## src/rtl/eth_tx_pkt_gen.sv

```systemverilog
// rtl/eth_tx_pkt_gen.sv - Ethernet test-frame generator feeding the xge_mac pkt_tx interface
// Optional feature macro: ETH_TX_PKT_GEN_PRBS_EN selects a PRBS31 payload instead of the byte ramp.
module eth_tx_pkt_gen #(
   parameter int LEN_W = 14,
   parameter int CNT_W = 32
) (
   input  logic             clk_156,
   input  logic             async_reset,
   input  logic             start,
   input  logic             stop,
   input  logic [LEN_W-1:0] frame_len,
   input  logic [CNT_W-1:0] frame_cnt,
   input  logic [7:0]       ifg_cycles,
   input  logic [47:0]      dst_mac,
   input  logic [47:0]      src_mac,
   input  logic [15:0]      ethertype,
   input  logic             pkt_tx_full,
   output logic [63:0]      pkt_tx_data,
   output logic             pkt_tx_sop,
   output logic             pkt_tx_eop,
   output logic             pkt_tx_val,
   output logic [2:0]       pkt_tx_mod,
   output logic             busy,
   output logic             done,
   output logic [CNT_W-1:0] frames_sent
);

   typedef enum logic [1:0] {S_IDLE, S_SEND, S_GAP, S_DONE} state_t;

   state_t           r_state, w_next;
   logic [LEN_W-1:0] r_len, r_word_idx, w_last_idx;
   logic [CNT_W-1:0] r_frame_cnt;
   logic [7:0]       r_ifg, r_gap_cnt;
   logic [47:0]      r_dst, r_src;
   logic [15:0]      r_type;
   logic             r_stop_pend;
   logic             w_issue, w_last, w_end_run;
   logic [63:0]      w_word, w_pay;

`ifdef ETH_TX_PKT_GEN_PRBS_EN
   logic [30:0]      r_lfsr, w_lfsr_next;

   // Advance PRBS31 (x^31+x^28+1) by 64 steps; each new feedback bit is the next payload bit, MSB first
   function automatic logic [94:0] prbs31_step64(input logic [30:0] s_in);
      logic [30:0] s;
      logic [63:0] o;
      logic        b;
      s = s_in;
      o = '0;
      for (int i = 63; i >= 0; i--) begin
         b    = s[30] ^ s[27];
         s    = {s[29:0], b};
         o[i] = b;
      end
      return {s, o};
   endfunction
`else
   logic [7:0]       r_pay_byte;
`endif

   // State register
   always_ff @(posedge clk_156 or posedge async_reset) begin
      if (async_reset) r_state <= S_IDLE;
      else             r_state <= w_next;
   end

   // Next-state logic and per-cycle word issue decode
   always_comb begin
      w_next     = r_state;
      w_last_idx = (r_len - LEN_W'(1)) >> 3;
      w_issue    = (r_state == S_SEND) && !pkt_tx_full;
      w_last     = (r_word_idx == w_last_idx);
      w_end_run  = r_stop_pend || stop ||
                   ((r_frame_cnt != '0) && (frames_sent + CNT_W'(1) == r_frame_cnt));
      case (r_state)
         S_IDLE: if (start) w_next = S_SEND;
         S_SEND: begin
            if (w_issue && w_last) begin
               if (w_end_run)        w_next = S_DONE;
               else if (r_ifg != '0) w_next = S_GAP;
               else                  w_next = S_SEND;
            end
         end
         S_GAP: begin
            if (stop || r_stop_pend)     w_next = S_DONE;
            else if (r_gap_cnt <= 8'd1)  w_next = S_SEND;
         end
         S_DONE:  w_next = S_IDLE;
         default: w_next = S_IDLE;
      endcase
   end

   // Word content: two header words, then generated payload
   always_comb begin
      w_pay = '0;
`ifdef ETH_TX_PKT_GEN_PRBS_EN
      w_lfsr_next = r_lfsr;
      {w_lfsr_next, w_pay} = prbs31_step64(r_lfsr);
`else
      for (int j = 0; j < 8; j++) w_pay[63-8*j -: 8] = r_pay_byte + 8'(j);
`endif
      if (r_word_idx == '0)             w_word = {r_dst, r_src[47:32]};
      else if (r_word_idx == LEN_W'(1)) w_word = {r_src[31:0], r_type, frames_sent[15:0]};
      else                              w_word = w_pay;
   end

   // Run configuration latch, word pointer, counters and registered outputs
   always_ff @(posedge clk_156 or posedge async_reset) begin
      if (async_reset) begin
         pkt_tx_data <= '0; pkt_tx_sop <= 1'b0; pkt_tx_eop <= 1'b0; pkt_tx_val <= 1'b0;
         pkt_tx_mod  <= '0; busy <= 1'b0; done <= 1'b0; frames_sent <= '0;
         r_len <= '0; r_word_idx <= '0; r_frame_cnt <= '0; r_ifg <= '0; r_gap_cnt <= '0;
         r_dst <= '0; r_src <= '0; r_type <= '0; r_stop_pend <= 1'b0;
`ifdef ETH_TX_PKT_GEN_PRBS_EN
         r_lfsr <= '1;
`else
         r_pay_byte <= '0;
`endif
      end else begin
         pkt_tx_val <= 1'b0;
         pkt_tx_sop <= 1'b0;
         pkt_tx_eop <= 1'b0;
         done       <= 1'b0;
         case (r_state)
            S_IDLE: begin
               if (start) begin
                  r_len       <= (frame_len < LEN_W'(60)) ? LEN_W'(60) : frame_len;
                  r_frame_cnt <= frame_cnt;
                  r_ifg       <= ifg_cycles;
                  r_dst       <= dst_mac;
                  r_src       <= src_mac;
                  r_type      <= ethertype;
                  r_stop_pend <= stop;
                  r_word_idx  <= '0;
                  frames_sent <= '0;
                  busy        <= 1'b1;
`ifdef ETH_TX_PKT_GEN_PRBS_EN
                  r_lfsr      <= '1;
`else
                  r_pay_byte  <= '0;
`endif
               end
            end
            S_SEND: begin
               if (stop) r_stop_pend <= 1'b1;
               if (w_issue) begin
                  pkt_tx_data <= w_word;
                  pkt_tx_val  <= 1'b1;
                  pkt_tx_sop  <= (r_word_idx == '0);
                  pkt_tx_eop  <= w_last;
                  pkt_tx_mod  <= w_last ? r_len[2:0] : 3'd0;
                  if (w_last) begin
                     frames_sent <= frames_sent + CNT_W'(1);
                     r_word_idx  <= '0;
                     r_gap_cnt   <= r_ifg;
`ifdef ETH_TX_PKT_GEN_PRBS_EN
                     r_lfsr      <= '1;
`else
                     r_pay_byte  <= '0;
`endif
                  end else begin
                     r_word_idx <= r_word_idx + LEN_W'(1);
`ifdef ETH_TX_PKT_GEN_PRBS_EN
                     if (r_word_idx >= LEN_W'(2)) r_lfsr <= w_lfsr_next;
`else
                     if (r_word_idx >= LEN_W'(2)) r_pay_byte <= r_pay_byte + 8'd8;
`endif
                  end
               end
            end
            S_GAP: begin
               if (stop) r_stop_pend <= 1'b1;
               if (r_gap_cnt != '0) r_gap_cnt <= r_gap_cnt - 8'd1;
            end
            S_DONE: begin
               done        <= 1'b1;
               busy        <= 1'b0;
               r_stop_pend <= 1'b0;
            end
            default: ;
         endcase
      end
   end

endmodule

```

## config.mk

```make
export PLATFORM = sky130hd
export DESIGN_NAME = eth_tx_pkt_gen
export DESIGN_NICKNAME = d
export VERILOG_FILES = /design/src/rtl/eth_tx_pkt_gen.sv
export SDC_FILE = /design/constraint.sdc
export NUM_CORES = 1
export LEC_CHECK = 0
export ABC_CLOCK_PERIOD_IN_PS = 10040
export CORE_ASPECT_RATIO = 0.6
export CORE_MARGIN = 2
export CORE_UTILIZATION = 40
export DETAILED_ROUTE_END_ITERATION = 8
export GPL_ROUTABILITY_DRIVEN = 0
export HOLD_SLACK_MARGIN = 0.05
export PLACE_DENSITY = 0.75
export SYNTH_ARGS = -nofsm -noshare
export SYNTH_HDL_FRONTEND = slang
export SYNTH_SLANG_ARGS = --single-unit
```

## constraint.sdc

```tcl
create_clock -name clk_156 -period 10.04 [get_ports clk_156]
set_clock_uncertainty 0.15 [all_clocks]
set_input_delay 2.008 -clock clk_156 [delete_from_list [all_inputs] [get_ports clk_156]]
set_output_delay 2.008 -clock clk_156 [all_outputs]
set_load 0.02 [all_outputs]
```

==> impl_metrics.env <==
export IMPL_ant_nets=0
export IMPL_synth_cell_types=69
export IMPL_critical_path_cell_chain="clkdlybuf4s50_1, inv_1, nand2_4, inv_1, nand4_1, inv_1, a222oi_1, inv_1"
export IMPL_antenna_found_initial=1
export IMPL_synth_cells=1357
export IMPL_relSlewSlack=0.3013
export IMPL_hold_viol_final=0
export IMPL_tightest_slew_ns=1.048
export IMPL_intPower_mw=3.424
export IMPL_root_buffer="clkbuf_16"
export IMPL_cap_violations=0
export IMPL_cpLargestDelayFamily="buffers and inverters"
export IMPL_hold_path_end="pkt_tx_data[39]"
export IMPL_pwr_share_comb=0.382
export IMPL_synthArstFlopShare=1.000
export IMPL_drive_above_1_share=0.1567
export IMPL_tns_ns=0
export IMPL_irDropWorstVdd_mv=0.1412
export IMPL_htree_num_levels=1
export IMPL_start_util=0.4037
export IMPL_die_area_um2=38070
export IMPL_crit_path_end_kind="register"
export IMPL_critPathBufInv=5
export IMPL_status="finished clean"
export IMPL_die_w_um=250.6
export IMPL_cts_resized=0
export IMPL_wirelength_um=43480
export IMPL_synth_ff_type="dfrtp_1"
export IMPL_timing_fmax_ghz=0.2113
export IMPL_drt_initial_drc_count=1034
export IMPL_whs_path_depth=1
export IMPL_cts_sinks=300
export IMPL_yosysWarningCount=0
export IMPL_crit_fanout=20
export IMPL_r2r_start="r_len[1]"
export IMPL_first_pass_iters=6
export IMPL_synth_edf_count=0
export IMPL_path_depth=8
export IMPL_grt_max_degree=90
export IMPL_cp_common_cell="inv_1"
export IMPL_cts_tree="built"
export IMPL_synth_seq_cells=300
export IMPL_routed_via_count=11940
export IMPL_final_nets=1769
export IMPL_clkPwrFrac=0.233
export IMPL_arrival_ns=5.07
export IMPL_crit_path_max_incr_delay_ns=0.76
export IMPL_grt_pass1_vias=12050
export IMPL_die_y_um=151.9
export IMPL_area_growth_pct=29.15
export IMPL_r2r_cells=10
export IMPL_post_drt_via_cell_ratio=5.725
export IMPL_slew_violations=0
export IMPL_cts_buffers=30
export IMPL_fin_crit_sh=0.4713
export IMPL_layout_min_cycle_time_ns=4.732
export IMPL_setup_viol=0
export IMPL_hp_start="pkt_tx_data[39]"
export IMPL_hold_path_class="register to register"
export IMPL_worst_slack_ns=5.308
export IMPL_dp_slack_ns=4.700
export IMPL_drc=0
export IMPL_synth_area_per_cell_um2=10.75
export IMPL_slowest_stage="nand4_1"
export IMPL_grt_pass1_wl_um=68600
export IMPL_drt_wirelength_per_cell_um=20.86
export IMPL_io_buffers=274
export IMPL_fin_area_um2=18840
export IMPL_regToRegSetupSlack_ns=5.42
export IMPL_p_leak_nw=7.941
export IMPL_crit_required_ns=10.38
export IMPL_fill_cells=3127
export IMPL_clk_latency_ns=0.56
export IMPL_p_switching_mw=1.967
export IMPL_criticalPathCategory="input pin to register"
export IMPL_dp_hpwl_um=30330
export IMPL_cp_start_kind="input pin"
export IMPL_rr_endpoint="frames_sent[14]"
export IMPL_rsz0062_at_grt="false"
export IMPL_worstSetupStartpoint="pkt_tx_full"
export IMPL_gr_total_overflow=0
export IMPL_power_density_nw_per_um2=286.1
export IMPL_synthesis_area_um2=14590
export IMPL_post_cts_buffers=0
export IMPL_fp_row_count=54
export IMPL_ctsHoldBuffers=0
export IMPL_io_pins=275
export IMPL_p_sw_frac=0.3649
export IMPL_grt_util_all_layers=0.2267
export IMPL_placed_area_um2=17740
export IMPL_clockBufferDepth=3
export IMPL_core_area_um2=36150
export IMPL_seqPwrFrac=0.385
export IMPL_yosysSeqAreaShare=0.5145
export IMPL_clkSlewWorstSetupHoldPaths_ns=0.06
export IMPL_synth_fp_nets=1540
power by group through the flow:
stage	registers [mW]	logic [mW]	clock network [mW]
3_3_place_gp	2.05	1.99	0
4_1_cts	2.07	2.07	1.28
3_5_place_dp	2.08	2.06	0
5_1_grt	2.14	2.26	1.34
6_report	2.07	2.06	1.26
2_1_floorplan	2.09	1.31	0
layer usage:
metal	track usage	vias to the layer above	part of all wire
met1	0.3355	5901	0.46
met4	0.06102	0	0.025
met5	0	-	0
met3	0.04626	65	0.078
li1	-	5457	-
met2	0.3380	514	0.44
registers in the layout, summed over array words and instances, names as in the netlist:
register,cells
pkt_tx_mod,3
pkt_tx_data,64
r_frame_cnt,32
frames_sent,32
r_type,16
r_ifg,8
done,1
r_state,2
r_gap_cnt,8
r_word_idx,14
r_src,48
pkt_tx_val,1
r_stop_pend,1
r_len,14
r_dst,48
pkt_tx_sop,1
pkt_tx_eop,1
busy,1
r_pay_byte,5
cell type report:
cell class,instances,area [um^2],area share
clock inverter,14,236.5,0.01255
sequential,300,7507,0.3984
timing repair buffer,294,2893,0.1535
tap,476,595.6,0.03160
multi-input combinational,927,6613,0.3509
clock buffer,40,869.6,0.04615
inverter,33,127.6,0.006772
antenna,1,2.502,0.0001328
synthesized netlist by cell type, drive strengths merged (3+ instances only):
library cell | number | area share
a211oi | 42 | 0.022
a21o | 44 | 0.023
a21oi | 66 | 0.023
a222oi | 12 | 0.0082
a22o | 3 | 0.0018
a22oi | 3 | 0.0015
a31o | 4 | 0.0024
a31oi | 17 | 0.0073
and2 | 4 | 0.0017
and3 | 14 | 0.0060
and4 | 5 | 0.0030
buf | 19 | 0.0057
clkbuf | 78 | 0.020
dfrtp | 300 | 0.51
ha | 12 | 0.010
inv | 33 | 0.0085
mux2 | 162 | 0.13
mux2i | 7 | 0.0048
nand2 | 70 | 0.018
nand2b | 3 | 0.0013
nand3 | 37 | 0.013
nand3b | 3 | 0.0015
nand4 | 27 | 0.012
nor2 | 107 | 0.028
nor2b | 13 | 0.0056
nor3 | 22 | 0.0079
nor3b | 3 | 0.0015
nor4 | 21 | 0.0090
nor4b | 4 | 0.0028
o211ai | 8 | 0.0041
o21a | 4 | 0.0021
o21ai | 54 | 0.019
o221ai | 3 | 0.0022
o22ai | 16 | 0.0069
o31ai | 24 | 0.013
o41ai | 7 | 0.0042
or2 | 3 | 0.0013
or3 | 8 | 0.0034
or3b | 3 | 0.0018
or4 | 13 | 0.0067
xnor2 | 31 | 0.019
xor2 | 25 | 0.015
kinds of logic after synthesis:
group                      after synthesis  share of synthesized area
and+or+nand+nor                        362                     0.1249
AOI/OAI and AO/OA                      328                     0.1525
DFF                                    300                     0.5145
muxes                                  169                     0.1298
buffers and inverters                  130                    0.03430
xor gates and xnor gates                56                    0.03361
adders and majority gates               12                    0.01029
stage by stage:
| stage | hold WS (ns) | std cells | util | total power, mW |
|---|---|---|---|---|
| global placement | 0.3110 | 2030 | 0.4907 | 4.046 |
| CTS | 0.3316 | 2084 | 0.5213 | 5.424 |
| floorplan | 0.3036 | 1357 | - | 3.396 |
| detailed placement | 0.3155 | 2030 | 0.4907 | 4.138 |
| finish | 0.3283 | 2085 | 0.5213 | 5.392 |
| global route | 0.3566 | 2085 | 0.5213 | 5.735 |
layout by cell type (no fill, tap or decap), types with 23 or more instances in the layout:
master,Yosys,layout
dfrtp_1,300,300
clkdlybuf4s50_1,0,274
mux2_2,162,162
nor2_1,107,107
nand2_1,70,68
a21oi_1,65,65
o21ai_0,54,54
a21o_1,44,44
a211oi_1,42,42
nand3_1,37,36
inv_1,33,32
xnor2_1,31,31
clkbuf_16,0,31
nand4_1,27,27
xor2_1,25,25
o31ai_1,23,23
how the worst max path moves through the flow:
stage,slack (ns),end
5_1_grt,5.03,pkt_tx_data[58]
2_1_floorplan,3.89,busy
3_5_place_dp,4.70,pkt_tx_data[17]
4_1_cts,5.27,pkt_tx_data[17]
6_report,5.31,pkt_tx_data[17]
3_3_place_gp,4.82,r_dst[37]
No activity file was read; power rests on OpenSTA's default activity.
